$ cat src/rtl/riscv_pkg.sv
// Shared definitions for the 8-bit RISC-V pipeline: bubble word, fetch FSM
// states and the sequential PC step.
package riscv_pkg;

  // addi x0, x0, 0
  localparam logic [31:0] RV_NOP_INSTR = 32'h0000_0013;

  // Sequential fetch advances one 32-bit word.
  localparam int PC_INC = 4;

  typedef enum logic [1:0] {
    S_IDLE = 2'd0,
    S_REQ  = 2'd1,
    S_HOLD = 2'd2
  } fetch_state_t;

endpackage

$ cat src/rtl/if_hold_buffer.sv
// One-entry skid register that parks a fetched {pc, instr} pair while the
// pipeline is stalled. Clear wins over load so a flush always empties it.
module if_hold_buffer #(
  parameter int PC_SIZE = 10
) (
  input  logic               clock,
  input  logic               reset,
  input  logic               load,
  input  logic               clear,
  input  logic [PC_SIZE-1:0] load_pc,
  input  logic [31:0]        load_instr,
  output logic               valid,
  output logic [PC_SIZE-1:0] hold_pc,
  output logic [31:0]        hold_instr
);

  // Occupancy flag: only control state is reset.
  always_ff @(posedge clock) begin
    if (reset || clear) begin
      valid <= 1'b0;
    end else if (load) begin
      valid <= 1'b1;
    end
  end

  // Payload: captured on load, meaningless while valid is low.
  always_ff @(posedge clock) begin
    if (load && !clear) begin
      hold_pc    <= load_pc;
      hold_instr <= load_instr;
    end
  end

endmodule

$ cat src/rtl/if_stage.sv
// Instruction-fetch stage: owns the PC, runs the req/ack fetch handshake and
// drives the IF/ID register. A redirect that lands while a request is still
// in flight sets kill so the stale response is dropped when it arrives; the
// outstanding address is kept in imem_addr, separate from pc, so the
// handshake stays stable while pc already points at the branch target.
module if_stage
  import riscv_pkg::*;
#(
  parameter int                 PC_SIZE   = 10,
  parameter logic [PC_SIZE-1:0] RESET_PC  = '0,
  parameter logic [31:0]        NOP_INSTR = RV_NOP_INSTR
) (
  input  logic               clock,
  input  logic               reset,
  input  logic               stall,
  input  logic               branch_taken,
  input  logic [PC_SIZE-1:0] branch_target,
  output logic               imem_req,
  output logic [PC_SIZE-1:0] imem_addr,
  input  logic [31:0]        imem_rdata,
  input  logic               imem_ack,
  output logic [PC_SIZE-1:0] PC_out,
  output logic [31:0]        instruction,
  output logic               if_valid
);

  localparam logic [PC_SIZE-1:0] PC_STEP = PC_SIZE'(PC_INC);

  fetch_state_t       state;
  logic [PC_SIZE-1:0] pc;
  logic               kill;
  logic [PC_SIZE-1:0] tgt_aligned;
  logic [PC_SIZE-1:0] pc_plus;
  logic               hb_load;
  logic               hb_clear;
  logic               hb_valid;
  logic [PC_SIZE-1:0] hb_pc;
  logic [31:0]        hb_instr;
  logic               unused_tgt_bits;

  assign tgt_aligned     = {branch_target[PC_SIZE-1:2], 2'b00};
  assign unused_tgt_bits = ^branch_target[1:0];
  // Wraps modulo 2^PC_SIZE by width truncation.
  assign pc_plus         = pc + PC_STEP;

  assign hb_load  = (state == S_REQ) && imem_ack && !kill && stall && !branch_taken;
  assign hb_clear = branch_taken || ((state == S_HOLD) && !stall);

  if_hold_buffer #(
    .PC_SIZE (PC_SIZE)
  ) u_hold (
    .clock      (clock),
    .reset      (reset),
    .load       (hb_load),
    .clear      (hb_clear),
    .load_pc    (pc),
    .load_instr (imem_rdata),
    .valid      (hb_valid),
    .hold_pc    (hb_pc),
    .hold_instr (hb_instr)
  );

  // Fetch FSM, PC and IF/ID register; reset and flush take priority.
  always_ff @(posedge clock) begin
    if (reset) begin
      state       <= S_IDLE;
      pc          <= RESET_PC;
      kill        <= 1'b0;
      imem_req    <= 1'b0;
      imem_addr   <= RESET_PC;
      PC_out      <= '0;
      instruction <= NOP_INSTR;
      if_valid    <= 1'b0;
    end else begin
      case (state)
        S_IDLE: begin
          state    <= S_REQ;
          imem_req <= 1'b1;
          if (branch_taken) begin
            pc          <= tgt_aligned;
            imem_addr   <= tgt_aligned;
            instruction <= NOP_INSTR;
            if_valid    <= 1'b0;
          end else begin
            imem_addr <= pc;
          end
        end

        S_REQ: begin
          if (branch_taken) begin
            instruction <= NOP_INSTR;
            if_valid    <= 1'b0;
            pc          <= tgt_aligned;
            // Same-cycle ack retires the old request; otherwise it is
            // still in flight and its response must be thrown away.
            kill        <= !imem_ack;
            if (imem_ack) begin
              imem_addr <= tgt_aligned;
            end
          end else if (imem_ack && kill) begin
            kill      <= 1'b0;
            imem_addr <= pc;
          end else if (imem_ack && !stall) begin
            PC_out      <= pc;
            instruction <= imem_rdata;
            if_valid    <= 1'b1;
            pc          <= pc_plus;
            imem_addr   <= pc_plus;
          end else if (imem_ack) begin
            pc        <= pc_plus;
            imem_addr <= pc_plus;
            imem_req  <= 1'b0;
            state     <= S_HOLD;
          end
        end

        S_HOLD: begin
          if (branch_taken) begin
            instruction <= NOP_INSTR;
            if_valid    <= 1'b0;
            pc          <= tgt_aligned;
            imem_addr   <= tgt_aligned;
            imem_req    <= 1'b1;
            state       <= S_REQ;
          end else if (!stall) begin
            PC_out      <= hb_pc;
            instruction <= hb_instr;
            if_valid    <= hb_valid;
            imem_req    <= 1'b1;
            state       <= S_REQ;
          end
        end

        default: begin
          state    <= S_IDLE;
          kill     <= 1'b0;
          imem_req <= 1'b0;
        end
      endcase
    end
  end

endmodule

$ cat config.mk
export PLATFORM = sky130hd
export DESIGN_NAME = if_stage
export DESIGN_NICKNAME = d
export VERILOG_FILES = /design/src/rtl/riscv_pkg.sv /design/src/rtl/if_hold_buffer.sv /design/src/rtl/if_stage.sv
export SDC_FILE = /design/constraint.sdc
export NUM_CORES = 1
export LEC_CHECK = 0
export BUFFER_PORTS_ARGS = -buffer_cell sky130_fd_sc_hd__buf_4
export CORE_MARGIN = 2
export CORE_UTILIZATION = 55
export DETAILED_ROUTE_END_ITERATION = 6
export GPL_TIMING_DRIVEN = 0
export PLACE_DENSITY = 0.79
export SLEW_MARGIN = 10
export SYNTH_ARGS = -nofsm -noshare
export SYNTH_HDL_FRONTEND = slang
export SYNTH_SLANG_ARGS = --single-unit
export TNS_END_PERCENT = 20
$ cat constraint.sdc
create_clock -name clock -period 2.8 [get_ports clock]
set_input_delay 0.56 -clock clock [delete_from_list [all_inputs] [get_ports clock]]
set_output_delay 0.56 -clock clock [all_outputs]
set_load 0.03 [all_outputs]
==> reports/qor.txt <==
Status: complete, no violations
Clock sink total: 110
Post-route ant nets: 0
Layout cells sized above 1: 21.04%
Fmax: 436.7 MHz
Die height: 98.50 um
Initial Utilization: 56.59%
Max-slew headroom: 51.23%
Vias in the first global route: 4,166
Synth Flop Type: dfxtp_1
Biggest area consumer among synthesized cells: dfxtp_1
Max Root-Sink Buffers: 2
Final instance area: 6002 sq um
Final hold viol count: 0
Reg clk slew, reported paths: 0.10 ns
DR pass1 iterations: 5
Hold-fix buffers, CTS: 0
Clock skew: 0.008764 ns
Worst Setup SP: state[1]
1st-iter DRT viols: 346
Fin crit period: 2.290 ns
First-pass GRT wire length: 20,560 um
Post-synthesis async set-or-reset flop share: 0%
RSZ-0062 raised after global routing: false
Synth area leaders: dfxtp_1 (28%), edfxtp_1 (26%), a21oi_1 (5.6%)
GRT Overall Usage: 26.52%
Total power: 3.517 mW
Finished Core Util: 69.16%
MaxCap Viol Count: 0
PortBufs: 97
CORE AREA: 8678 sq um
Setup Crit Path Kind: flop to flop
Top cell type's share of synthesized area: 27.72%
Avg Cell Area, Syn: 9.744 sq um
Num ports: 101
Post-synth cell types: 49
WP buf/inv: 4
Post-CTS sizing: 0
Slowest cell delay on critical path: 0.54 ns
Mapped Nets: 556
Reg-to-reg startpoint: state[1]
Final slew viol count: 0
Count leader, synth: dfxtp_1
Capturing element type of the critical path: flop
Number of core rows: 34
Slowest stage cell, crit path: and3_2
Largest net degree at the start of global routing: 32
Cell Pwr Density: 586.0 nW/um^2
CTS buffer count: 9
Antenna violations before repair: 0
Placed cell area: 5796 sq um
Vias: 4,339
Nets: 665
Mapped cell area: 4911 sq um
Cell family with the largest share of critical-path delay: buffers and inverters
Die Area: 9701 sq um
Worst path required time: 3.10 ns
Die span in x: 98.50 um
Root Driver: clkbuf_8
Register area share after synthesis: 53.40%
CP Data Arrival Time: 2.59 ns
Antenna Cells: 0
Routability Congestion: 0.9987
DRT Wirelength: 12,590 um
CP Launch Type: flop
H-Tree Depth: 3
Final period utilization: 81.79%
Cells after synthesis: 504
Worst Max-Slew Pin Slew: 0.7315 ns
Post-DP HPWL: 9269 um
Max IR drop VDD: 302.3 uV
CTS tree: done
HP Start: imem_rdata[0]
Number of synthesized flops with an enable pin: 42
Hold WC Path Type: input port to flop
DRC Markers: 0
Number of setup buffers added after CTS: 0
Number of vias per cell: 5.977
# setup viols final: 0
Total grt overflow: 0
Leak: 2.200 nW
Worst skew pair latency: 0.37 ns
Ys Warns: 0
Worst-path cell chain: inv_1 > ha_1 > buf_6 > clkbuf_1 > and3_2 > buf_12 > nor2b_1 > a21oi_1 > nor2_1
Fillcell total: 708
#FFs+latches synth: 110
P&R area growth vs syn: 22.22%
DR WL/cell: 17.33 um
Crit-path max FO: 31
Synth top cells by count: dfxtp_1 (68), a21oi_1 (55), nand2_1 (52)
cells in the final DEF (no fill, tap or decap), types with 4 or more instances in the layout:
| cell | netlist | layout |
|---|---|---|
| a22o_1 | 30 | 30 |
| buf_4 | 1 | 98 |
| nor3_1 | 7 | 7 |
| nor2_1 | 25 | 25 |
| o211ai_1 | 6 | 6 |
| clkbuf_1 | 33 | 35 |
| xnor2_1 | 4 | 4 |
| or3_1 | 4 | 4 |
| mux2i_1 | 14 | 14 |
| nand3_1 | 42 | 42 |
| inv_1 | 11 | 11 |
| dfxtp_1 | 68 | 68 |
| edfxtp_1 | 42 | 42 |
| a211oi_1 | 16 | 16 |
| o31ai_1 | 4 | 4 |
| ha_1 | 5 | 5 |
| nand2_1 | 52 | 52 |
| o21ai_0 | 21 | 21 |
| clkbuf_8 | 0 | 9 |
| buf_2 | 8 | 8 |
| a21oi_1 | 55 | 55 |
| a31oi_1 | 4 | 4 |
| nor2b_1 | 8 | 8 |
final cells by class:
cell class | instances | area, sq um | area share (%)
Clock inverter | 5 | 75.07 | 1.251
Buffer | 45 | 197.7 | 3.294
Sequential cell | 110 | 2623 | 43.69
Inverter | 11 | 41.29 | 0.6879
Timing Repair Buffer | 98 | 748.2 | 12.47
Multi-Input combinational cell | 338 | 2051 | 34.17
Tap cell | 108 | 135.1 | 2.251
Clock buffer | 11 | 131.4 | 2.189
path summary, 6_finish.rpt:
| path | depth (start not counted) | endpoint | slack [ns] |
|---|---|---|---|
| max | 9 | state[1] | 0.51 |
| min | 1 | u_hold.hold_instr[0] | 0.37 |
| max reg2reg | 9 | state[1] | 0.51 |
| min reg2reg | 0 | u_hold.hold_pc[6] | 0.44 |
per-layer routing:
| layer | up-vias | share of wire, % | GRT usage, % |
|---|---|---|---|
| met5 | - | 0 | 0 |
| met4 | 0 | 2.9 | 13.07 |
| met3 | 34 | 7.4 | 4.468 |
| met2 | 199 | 48 | 41.81 |
| met1 | 2038 | 42 | 35.68 |
| li1 | 2068 | - | - |
registers in the layout, summed over array words and instances (netlist names):
signal             flops
instruction           32
u_hold.hold_instr     32
PC_out                10
imem_addr             10
pc                    10
u_hold.hold_pc        10
state                  2
if_valid               1
imem_req               1
kill                   1
u_hold.valid           1
kinds of logic (layout without fill, tap and decap cells):
kind of cell	count (synthesis)	in the layout	synth area share, %
mux	15	15	3.083
flops	110	110	53.40
compound gates	161	161	22.01
simple gates	152	152	14.47
buf+inv	56	170	4.866
xor+xnor	5	5	0.8917
fa+ha+maj	5	5	1.274
worst register-to-register path: stages, from the launching register on:
cell,delay [ns]
dfxtp_1,0.35
inv_1,0.09
ha_1,0.16
buf_6,0.12
clkbuf_1,0.39
and3_2,0.54
buf_12,0.26
nor2b_1,0.17
a21oi_1,0.05
nor2_1,0.09
power by group:
group / total (mW) / switching [mW] / internal, mW
Sequential: 1.78 / 0.0456 / 1.73
Combinational: 0.725 / 0.456 / 0.270
Clock: 1.02 / 0.514 / 0.501
stage by stage:
stage	TNS, ns	setup WS (ns)	hold slack (ns)	std cells
finish	0	0.5100	0.3688	726
detailed placement	0	0.5373	0.4157	710
CTS	0	0.5238	0.3556	726
global route	0	0.3556	0.3542	726
floorplan	0	0.2992	0.4064	504
global placement	-10.48	-0.3933	0.4091	709
Note: power is estimated with default switching activity, not from simulation.
